<file path="src/rtl/sha_wb_fifo_ctrl.sv">
// Wishbone front-end for a SHA-256 engine: message FIFO with core backpressure,
// sticky overflow, auto-incrementing digest readout and a maskable done interrupt.
module sha_wb_fifo_ctrl #(
    parameter int FIFO_DEPTH = 16,
    parameter int HASH_WORDS = 8,
    parameter int DW         = 32
) (
    input  logic            CLK_I,
    input  logic            RST_N_I,
    input  logic            SHA_STB_I,
    input  logic            SHA_WE_I,
    input  logic [4:0]      SHA_ADR_I,
    input  logic [DW-1:0]   SHA_DAT_I,
    output logic            SHA_ACK_O,
    output logic            SHA_ERR_O,
    output logic [DW-1:0]   SHA_DAT_O,
    output logic            SHA_IRQ_O,
    output logic            core_init,
    output logic            core_vld,
    output logic [DW-1:0]   core_din,
    output logic [8*DW-1:0] core_h,
    input  logic            core_rdy,
    input  logic            core_done,
    input  logic [8*DW-1:0] core_hash
);
    localparam int AW = $clog2(FIFO_DEPTH);
    localparam logic [2:0] HASH_LAST = 3'(HASH_WORDS - 1);
    localparam logic [255:0] SHA256_IV =
        256'h6a09e667_bb67ae85_3c6ef372_a54ff53a_510e527f_9b05688c_1f83d9ab_5be0cd19;

    localparam logic [4:0] A_CMD  = 5'h00;
    localparam logic [4:0] A_DIN  = 5'h04;
    localparam logic [4:0] A_HASH = 5'h08;
    localparam logic [4:0] A_HI   = 5'h0C;
    localparam logic [4:0] A_IRQ  = 5'h10;

    logic [DW-1:0] mem [FIFO_DEPTH];
    logic [AW:0]   wr_ptr, rd_ptr, level;
    logic          full, empty;
    logic          done, ovf, irq_en, irq_pend;
    logic [2:0]    hash_ptr;
    logic [DW-1:0] status, rd_data;
    logic [DW-1:0] hash_w [8];

    // An access is taken only on the first STB cycle, before ACK/ERR answers it
    logic acc, wr_acc, rd_acc;
    logic cmd_wr, din_wr, hi_wr, irq_wr, hash_rd;
    logic init, push, pop, ovf_set;

    assign acc     = SHA_STB_I & ~SHA_ACK_O & ~SHA_ERR_O;
    assign wr_acc  = acc & SHA_WE_I;
    assign rd_acc  = acc & ~SHA_WE_I;
    assign cmd_wr  = wr_acc && (SHA_ADR_I == A_CMD);
    assign din_wr  = wr_acc && (SHA_ADR_I == A_DIN);
    assign hi_wr   = wr_acc && (SHA_ADR_I == A_HI);
    assign irq_wr  = wr_acc && (SHA_ADR_I == A_IRQ);
    assign hash_rd = rd_acc && (SHA_ADR_I == A_HASH);

    assign init    = cmd_wr & SHA_DAT_I[0];
    assign push    = din_wr & ~full;
    assign ovf_set = din_wr & full;
    assign pop     = ~empty & core_rdy & ~core_init;

    assign level = wr_ptr - rd_ptr;
    assign full  = (wr_ptr[AW] != rd_ptr[AW]) && (wr_ptr[AW-1:0] == rd_ptr[AW-1:0]);
    assign empty = (wr_ptr == rd_ptr);

    assign SHA_IRQ_O = irq_pend & irq_en;

    always_comb begin
        for (int i = 0; i < 8; i++) begin
            hash_w[i] = core_hash[DW*(7-i) +: DW];
        end
    end

    always_comb begin
        status             = '0;
        status[1]          = done;
        status[2]          = ovf;
        status[4]          = irq_en;
        status[5]          = full;
        status[6]          = empty;
        status[7]          = irq_pend;
        status[8 +: AW+1]  = level;
    end

    always_comb begin
        rd_data = '0;
        case (SHA_ADR_I)
            A_CMD:   rd_data = status;
            A_HASH:  rd_data = hash_w[hash_ptr];
            A_IRQ:   rd_data = DW'(irq_pend);
            default: rd_data = '0;
        endcase
    end

    // Message storage carries no reset; the pointers define what is valid
    always_ff @(posedge CLK_I) begin
        if (push) begin
            mem[wr_ptr[AW-1:0]] <= SHA_DAT_I;
        end
    end

    always_ff @(posedge CLK_I or negedge RST_N_I) begin
        if (!RST_N_I) begin
            wr_ptr    <= '0;
            rd_ptr    <= '0;
            done      <= 1'b0;
            ovf       <= 1'b0;
            irq_en    <= 1'b0;
            irq_pend  <= 1'b0;
            hash_ptr  <= '0;
            SHA_ACK_O <= 1'b0;
            SHA_ERR_O <= 1'b0;
            SHA_DAT_O <= '0;
            core_init <= 1'b0;
            core_vld  <= 1'b0;
            core_din  <= '0;
            core_h    <= SHA256_IV;
        end else begin
            SHA_ACK_O <= acc & ~ovf_set;
            SHA_ERR_O <= ovf_set;
            SHA_DAT_O <= rd_acc ? rd_data : '0;
            core_init <= init;
            core_vld  <= pop;
            if (pop) begin
                core_din <= mem[rd_ptr[AW-1:0]];
            end

            if (init) begin
                wr_ptr <= '0;
                rd_ptr <= '0;
            end else begin
                if (push) wr_ptr <= wr_ptr + 1'b1;
                if (pop)  rd_ptr <= rd_ptr + 1'b1;
            end

            if (init || push) done <= 1'b0;
            if (core_done)    done <= 1'b1;

            if (init)         ovf <= 1'b0;
            else if (ovf_set) ovf <= 1'b1;

            if (cmd_wr) irq_en <= SHA_DAT_I[4];

            // A completion landing with a software clear keeps the interrupt pending
            if (core_done)                    irq_pend <= 1'b1;
            else if (irq_wr && SHA_DAT_I[0])  irq_pend <= 1'b0;

            if (init)         hash_ptr <= '0;
            else if (hash_rd) hash_ptr <= (hash_ptr == HASH_LAST) ? 3'd0 : hash_ptr + 3'd1;

            if (cmd_wr && SHA_DAT_I[2]) core_h <= SHA256_IV;
            else if (hi_wr)             core_h <= {core_h[8*DW-DW-1:0], SHA_DAT_I};
        end
    end
endmodule

</file>
<file path="config.mk">
export PLATFORM = sky130hd
export DESIGN_NAME = sha_wb_fifo_ctrl
export DESIGN_NICKNAME = d
export VERILOG_FILES = /design/src/rtl/sha_wb_fifo_ctrl.sv
export SDC_FILE = /design/constraint.sdc
export NUM_CORES = 1
export LEC_CHECK = 0
export ABC_CLOCK_PERIOD_IN_PS = 10700
export CAP_MARGIN = 25
export CORE_MARGIN = 3
export CORE_UTILIZATION = 44
export DETAILED_ROUTE_END_ITERATION = 8
export PLACE_DENSITY = 0.69
export SLEW_MARGIN = 20
export SYNTH_ARGS = -nofsm -noshare
export SYNTH_HDL_FRONTEND = slang
export SYNTH_SLANG_ARGS = --single-unit
</file>
<file path="constraint.sdc">
create_clock -name CLK_I -period 10.7 [get_ports CLK_I]
set_clock_uncertainty 0.1 [all_clocks]
set_input_delay 1.07 -clock CLK_I [delete_from_list [all_inputs] [get_ports CLK_I]]
set_output_delay 1.07 -clock CLK_I [all_outputs]
set_load 0.05 [all_outputs]
</file>
# Word-level counts from Yosys, hierarchy flattened
# Memories as Yosys holds them, arrays and structs flattened. A register that Yosys moved wholly into a read port is not among the register bits.
# Cells that the tools add are included.
# totals
word_cells	86
ff_bits	309
out_inout_bits	325
ram_bits	512
n_memories	1
# op_classes
bitwise_logic	19
mux	22
n_addsub	4
magnitude_cmp	1
reduce_logical	18
eq_ne	8
# mem_list
memory	depth	width	rd	rd_clocked_by_memory_dff	write_ports	line_no	text
mem	16	32	1	1	1	37	logic [DW-1:0] mem [FIFO_DEPTH];
# ops
op	count
256-bit two-way mux	2
32-bit binary-select mux with 3-bit select	1
32-bit two-way mux	3
32-bit one-hot mux with 3 select lines	1
5-bit two-way mux	4
2-bit nonzero test	7
1-bit AND	11
5-bit by 1-bit adder with 5-bit output, second input constant	2
5-bit by 4-bit equality test with 1-bit output, second input constant	2
3-bit two-way mux	3
1-bit logical AND	8
1-bit two-way mux	8
1-bit NOT	7
5-bit by 3-bit equality test with 1-bit output, second input constant	1
5-bit equality test	1
5-bit equality test, second input constant	1
5-bit zero test	1
5-bit subtractor	1
4-bit equality test	1
4-bit >= comparator, second input constant	1
3-bit NOT with 4-bit output	1
3-bit by 1-bit adder with 3-bit output, second input constant	1
3-bit equality test, second input constant	1
1-bit zero test	1
2 further kinds	2

# Depth between registers and ports, before layout
# Gate-level depths: netlist of the first run.
# depth
word_depth	9
mapped_depth	9
mapped_depth_nobuf	8

# Worst setup path after synthesis of the first run
# OpenSTA, ideal clock, no wires.
# synth_path
kind	input to register
startpoint	input port SHA_ADR_I[4]
endpoint	memory mem[2][0], enable pin
setup_slack_ps	6074
path_stages	4
n_path_buf	0
t_arrival_ps	4065
t_required_ps	10139
setup_time_ps	461
path_cell_list	nor4b_1 -> o2111a_1 -> nand2_1 -> nor3_1
# synth_via
elab_chain_cells	5
# synth_rtl
element	line_no	text
start, declared	12	input logic [4:0] SHA_ADR_I,
5-bit by 3-bit equality test with 1-bit output	54	assign din_wr = wr_acc && (SHA_ADR_I == A_DIN);
1-bit logical AND	54	
1-bit AND	60	assign push = din_wr & ~full;
1-bit two-way mux	99	if (push) begin
1-bit two-way mux (not written as such)	100	mem[wr_ptr[AW-1:0]] <= SHA_DAT_I;
end, declared	37	
# No other way between the ends.

# Worst setup path in the final report of the first run
# layout_path
startpoint	input port SHA_ADR_I[3]
endpoint	register core_h[248]
# layout_via
elab_chain_cells	4
elab_cells_between_ends	7
cone_classes	1 x eq/ne; 1 x mux; 5 x reduce/logical
# layout_rtl
element	line_no	text
5-bit zero test	53	assign cmd_wr = wr_acc && (SHA_ADR_I == A_CMD);
1-bit logical AND	53	
1-bit logical AND	153	if (cmd_wr && SHA_DAT_I[2]) core_h <= SHA256_IV;
256-bit two-way mux / 2-bit nonzero test (equally long branches)	--	
end signal, assigned	154	else if (hi_wr) core_h <= {core_h[8*DW-DW-1:0], SHA_DAT_I};
end, declared	21	output logic [8*DW-1:0] core_h,
# Parallel ways exist; a longest one is shown, timed or not.
# A chain may end at the register's enable or synchronous reset.

==> impl_metrics.csv, run 1 <==
group,metric,value,unit
logic_synthesis,mappedNetlistArea,34800,µm²
layout,syn_to_final_growth,29.6,%
logic_synthesis,yosysUniqueCellTypes,52,
global_routing,grt_overflow_total,0,
place,gp_congestion,0.982,
worst_setup_path,crit_fanout,61,
detailed_routing,ant_nets,0,
place,io_buffer_count,623,
layout,nets,3403,
floorplan,die_w,287,µm
clock_tree,root_buffer,"clkbuf_16",
logic_synthesis,synth_ff_type,"edfxtp_1",
logic_synthesis,synthTopCellsByArea,"edfxtp_1 (44%), dfrtp_1 (15%), dfstp_2 (10%), mux2i_1 (6.5%), mux4_2 (6.2%)",
floorplan,start_util,0.447,
clock_tree,cts_resized,0,
worst_setup_path,cp_cell_sequence,"clkdlybuf4s50_1 > nor4_2 > nor3b_2 > and2_4 > buf_4 > a21oi_1",
clock_tree,hold_buffers,0,
timing,finalCriticalPeriod,3.80,ns
clock_tree,clock_tree.buffer_depth,3,
worst_setup_path,worst-setup-path-type,"input pin to flip-flop",
detailed_routing,drc,0,
min_path,hold_path_class,"input pin to async pin",
worst_setup_path,slowest_stage,"and2_4",
layout,utilization,0.579,
detailed_routing,wl_per_cell,26.7,µm
detailed_routing,routed_via_density,5.63,
logic_synthesis,synth_most_common_cell,"nand2_1",
global_routing,grt_pass1_vias,23800,
logic_synthesis,ys_seq_area_frac,0.691,
floorplan,ioPinCount,624,
logic_synthesis,ys_top_cells_by_count,"nand2_1 (529), edfxtp_1 (512), mux2i_1 (226)",
floorplan,die_area,82600,µm²
clock_tree,clk_pin_slew,0.06,ns
global_routing,grt_pass1_wl,164000,µm
floorplan,die_y,287,µm
logic_synthesis,yosysTopAreaCellShare,0.441,
power_and_ir_drop,powerDensity,212,nW/µm²
logic_synthesis,syn_area_per_cell,13.9,µm²
timing,setup_viol,0,
detailed_routing,drt_iter0_drc,2338,
worst_setup_path,cp.arrival,4.16,ns
clock_tree,cts_tree,"yes",
worst_setup_path,cp_slowest_stage_delay,0.70,ns
clock_tree,clk_latency,0.63,ns
timing,drv_slew,0,
logic_synthesis,ys_seq_elements,853,
detailed_routing,first_pass_iters,6,
global_routing,grt_usage,0.270,
place,hpwl,75700,µm
timing,tightest_slew,1.24,ns
clock_tree,htreeDepth,3,
clock_tree,cts_setup_buffers,0,
logic_synthesis,yosysWarnings,0,
timing,fmax,0.263,GHz
clock_tree,cts_buffers,88,
logic_synthesis,synth-edff-count,512,
logic_synthesis,synthArstFlopShare,0.400,
worst_setup_path,required,11.07,ns
timing,slew_headroom,0.173,
outcome,status,"completed",
layout,num-fill-cells,6035,
logic_synthesis,synthCells,2507,
job,max-cap-violations,0,
global_routing,grt_max_degree,252,
floorplan,coreArea,78000,µm²
floorplan,row_count,102,
timing,setup_tns,0,ns
power_and_ir_drop,p_leak,16.7,nW
layout,drive_above_1_share,0.142,
power_and_ir_drop,ir_worst_vdd,131,µV
timing,hold_viol_final,0,
clock_tree,cts_num_sinks,853,
logic_synthesis,yosysTopAreaCell,"edfxtp_1",
logic_synthesis,syn_nets,2818,
detailed_routing,vias,23700,
worst_setup_path,worstSetupEndpointType,"flip-flop",
detailed_routing,drt_wl_total,112000,µm
worst_setup_path,start_kind,"input pin",
timing,fin_crit_sh,0.355,
timing,rsz0062_at_grt,"no",
global_routing,antenna_found_initial,11,
flip-flops by register name, summed over array words and instances, names as in the netlist, 3 cells and up:
signal	flops
core_din	32
SHA_DAT_O	32
wr_ptr	5
rd_ptr	5
mem	512
core_h	256
hash_ptr	3
power breakdown:
| part | switching (W) | internal (W) |
|---|---|---|
| clock | 0.00126 | 0.00178 |
| combinational | 0.00155 | 0.00107 |
| sequential | 0.000218 | 0.00371 |
layer usage:
metal	vias up	routed length, µm	global-route usage
met4	0	4550	0.100
met1	12000	44700	0.359
met2	1072	53700	0.430
li1	10400	-	-
met5	-	0	0
met3	218	9550	0.0675
worst paths after layout:
check / start / to / slack, ns / cells past startpoint
hold reg to reg: done / SHA_DAT_O[1] / 0.39 / 2
hold / removal: RST_N_I / core_din[27] / 0.38 / 1
max in group asynchronous: RST_N_I / hash_ptr[0] / 8.58 / 2
setup reg to reg: rd_ptr[0] / core_din[10] / 7.09 / 5
min in group CLK_I: done / SHA_DAT_O[1] / 0.39 / 2
setup / recovery: SHA_ADR_I[3] / core_h[248] / 6.90 / 6
through the flow:
step / instances / hold WS (ns) / setup slack (ns) / power [W] / cell area [µm²]
global route: 4207 / 0.407 / 6.86 / 0.00993 / 45200
CTS: 4203 / 0.385 / 6.69 / 0.00965 / 45100
detailed placement: 4041 / 0.377 / 6.34 / 0.00662 / 42300
floorplan: 2507 / 0.350 / 6.07 / 0.00563 / 34800
finish: 4207 / 0.384 / 6.90 / 0.00958 / 45200
global placement: 4035 / 0.369 / 6.45 / 0.00654 / 42100
final cells by class:
| class | count | area (µm²) | share of cell area |
|---|---|---|---|
| antenna | 3 | 7.51 | 0.000166 |
| clock buffer | 125 | 2470 | 0.0548 |
| clock inverter | 37 | 409 | 0.00906 |
| inverter | 9 | 33.8 | 0.000748 |
| multi-input combinational | 1474 | 10100 | 0.225 |
| sequential | 853 | 24100 | 0.533 |
| tap | 1040 | 1300 | 0.0288 |
| timing repair buffer | 666 | 6720 | 0.149 |
kinds of logic after synthesis:
logic type,after synthesis,share of synthesized area
flops,853,0.691
simple gates,785,0.0941
compound gates,349,0.0594
mux,323,0.127
buf+inv,180,0.0224
fa+ha+maj,12,0.00452
xor+xnor,5,0.00126
worst max-delay path, delay by kind of cell:
family / cells / cell delay [ns]
AND/OR/NAND/NOR: 3 / 1.67
buffers and inverters: 2 / 1.20
AO/OA/AOI/OAI: 1 / 0.11
cells in the final DEF, fill, tap and decap left out, drive strengths merged, types with 5 or more instances in the layout:
master / netlist / final
clkdlybuf4s50: 0 / 622
nand2: 530 / 530
edfxtp: 512 / 512
mux2i: 226 / 226
dfrtp: 205 / 205
a21oi: 195 / 195
nand3: 144 / 144
dfstp: 136 / 136
clkbuf: 88 / 125
mux4: 96 / 96
nor2: 71 / 71
o22ai: 68 / 68
buf: 83 / 44
a211oi: 33 / 33
a2bb2oi: 32 / 32
clkinv: 1 / 27
ha: 11 / 11
o21ai: 10 / 10
inv: 8 / 8
bufinv: 0 / 7
nor3: 7 / 7
nand4: 5 / 5
No activity file was read; power rests on OpenSTA's default activity.
==> run 2: changes to the inputs <==
Settings changed: ABC_CLOCK_PERIOD_IN_PS 10700 to 3100, PLACE_DENSITY 0.69 to 0.71.
Clock period 10.7 ns to 3.1 ns, I/O delays scaled along.
==> run 2 against run 1 <==
Sequential share of layout area is 0.73 points lower; clock power rose to 3.6 times the previous value; cell count grew 0.69%; highest routed layer is now met5; critical path type is now flip-flop to output port.
==> impl_metrics.csv, run 2 (synthesis gave the netlist of run 1 again) <==
group,metric,value,unit
outcome,status,"completed",
global_routing,grt_pass1_vias,24100,
power_and_ir_drop,ir_worst_vdd,865,µV
global_routing,grt_usage,0.270,
clock_tree,cts_tree,"yes",
job,max-cap-violations,0,
worst_setup_path,r2r-start,"wr_ptr[0]",
layout,syn_to_final_growth,31.4,%
worst_setup_path,crit_fanout,3,
min_path,hold_path_class,"input pin to flip-flop",
worst_setup_path,start_kind,"flip-flop",
layout,final_cell_mix,"clkdlybuf4s50_1 (622), nand2_1 (529), edfxtp_1 (512)",
worst_setup_path,path_buf_inv,1,
worst_setup_path,reg2reg_to,"mem[14][29]",
timing,fmax,0.383,GHz
detailed_routing,vias,23800,
layout,mostFrequentLayoutCell,"clkdlybuf4s50_1",
place,dp_slack,0.157,ns
timing,tightest_slew,0.899,ns
worst_setup_path,rr_worst_depth,7,
timing,slew_headroom,0.399,
worst_setup_path,worstSetupEndpointType,"output port",
detailed_routing,routed_via_density,5.63,
global_routing,grt_max_degree,120,
place,gp_congestion,1.02,
power_and_ir_drop,p_leak,16.9,nW
global_routing,grt_overflow_total,0,
detailed_routing,drt_wl_total,113000,µm
timing,setup_viol,0,
floorplan,die_w,287,µm
layout,nets,3431,
worst_setup_path,cp.arrival,2.20,ns
power_and_ir_drop,p_total,0.0337,W
global_routing,grtUsageMet1,0.376,
clock_tree,clk_latency,0.65,ns
timing,setup_tns,0,ns
place,io_buffer_count,623,
worst_setup_path,worst-setup-path-type,"flip-flop to output port",
global_routing,antenna_found_initial,5,
layout,drive_above_1_share,0.149,
worst_setup_path,critPathLaunch,"core_h[4]",
worst_setup_path,r2r_slack,0.56,ns
worst_setup_path,crit_path_end,"core_h[4]",
worst_setup_path,critical_path_depth,1,
detailed_routing,first_pass_iters,6,
global_routing,gr-max-usage-layer,"met2",
clock_tree,clock_tree.buffer_depth,3,
floorplan,die_area,82600,µm²
layout,largest_reg_flops,512,
timing,rsz0062_at_grt,"no",
clock_tree,root_buffer,"clkbuf_16",
timing,fin_crit_sh,0.842,
timing,finalCriticalPeriod,2.61,ns
clock_tree,cts_num_sinks,853,
worst_setup_path,required,2.69,ns
timing,drv_slew,0,
floorplan,ioPinCount,624,
floorplan,start_util,0.447,
global_routing,use_met2,0.429,
place,hpwl,79900,µm
clock_tree,clk_pin_slew,0.07,ns
worst_setup_path,slowest_stage,"clkdlybuf4s50_1",
timing,worst_slack,0.490,ns
worst_setup_path,cp_slowest_stage_delay,0.92,ns
global_routing,grtUsageMet3,0.0664,
global_routing,grt_pass1_wl,165000,µm
worst_setup_path,path_delay_family,"buffers and inverters",
detailed_routing,drt_iter0_drc,2606,
floorplan,row_count,102,
floorplan,coreArea,78000,µm²
detailed_routing,ant_nets,0,
worst_setup_path,cp_cell_sequence,"clkdlybuf4s50_1",
detailed_routing,drc,0,
clock_tree,cts_buffers,88,
clock_tree,htreeDepth,3,
timing,hold_viol_final,0,
power_and_ir_drop,powerDensity,735,nW/µm²
layout,utilization,0.587,
detailed_routing,wl_per_cell,26.6,µm
floorplan,die_y,287,µm
-- run 2: cell count changes in the layout (fill, tap and decap cells not counted), sizes merged --
cell / delta
buf: +27
clkbuf: -9
inv: +6
clkinvlp: +4
bufinv: +1
diode: -1
dlygate4sd3: +1
-- run 2: cell type report --
| type | instances | area (µm²) |
|---|---|---|
| Multi-Input combinational cell | 1474 | 10100 |
| Timing Repair Buffer | 694 | 7240 |
| Clock buffer | 116 | 2470 |
| Tap cell | 1040 | 1300 |
| Inverter | 9 | 33.8 |
| Fill cell | 5953 | 32200 |
| Clock inverter | 48 | 556 |
| Antenna cell | 2 | 5.00 |
| Sequential cell | 853 | 24100 |
-- run 2: layer usage --
metal / routed length (µm) / vias up
met5: 13 / -
met4: 2890 / 2
met3: 9360 / 152
met2: 53800 / 1145
met1: 46500 / 12100
li1: - / 10500
-- run 2: power by group --
group / internal [W] / switching, W
logic: 0.00372 / 0.00563
registers: 0.0128 / 0.000606
clock network: 0.00636 / 0.00454
-- run 2: worst min-delay path by stage --
stage	startpoint	to	depth (start not counted)
after floorplan	RST_N_I	SHA_ACK_O	0
final	core_done	irq_pend	2
after detailed placement	RST_N_I	core_din[27]	1
after global placement	RST_N_I	core_din[27]	1
after CTS	core_done	irq_pend	2
after global routing	core_done	irq_pend	2
-- run 2: stage by stage --
stage / hold slack, ns / instances / cell area, µm²
global route: 0.164 / 4236 / 45800
CTS: 0.146 / 4234 / 45800
finish: 0.186 / 4236 / 45800
detailed placement: 0.317 / 4069 / 42800
global placement: 0.307 / 4069 / 42800
floorplan: -0.0856 / 2507 / 34900
-- run 2: what timing repair did --
action	in CTS	in global routing
hold endpoints to repair	53	0
setup buffers	0	0
resized for setup	0	0
hold buffers	1	0
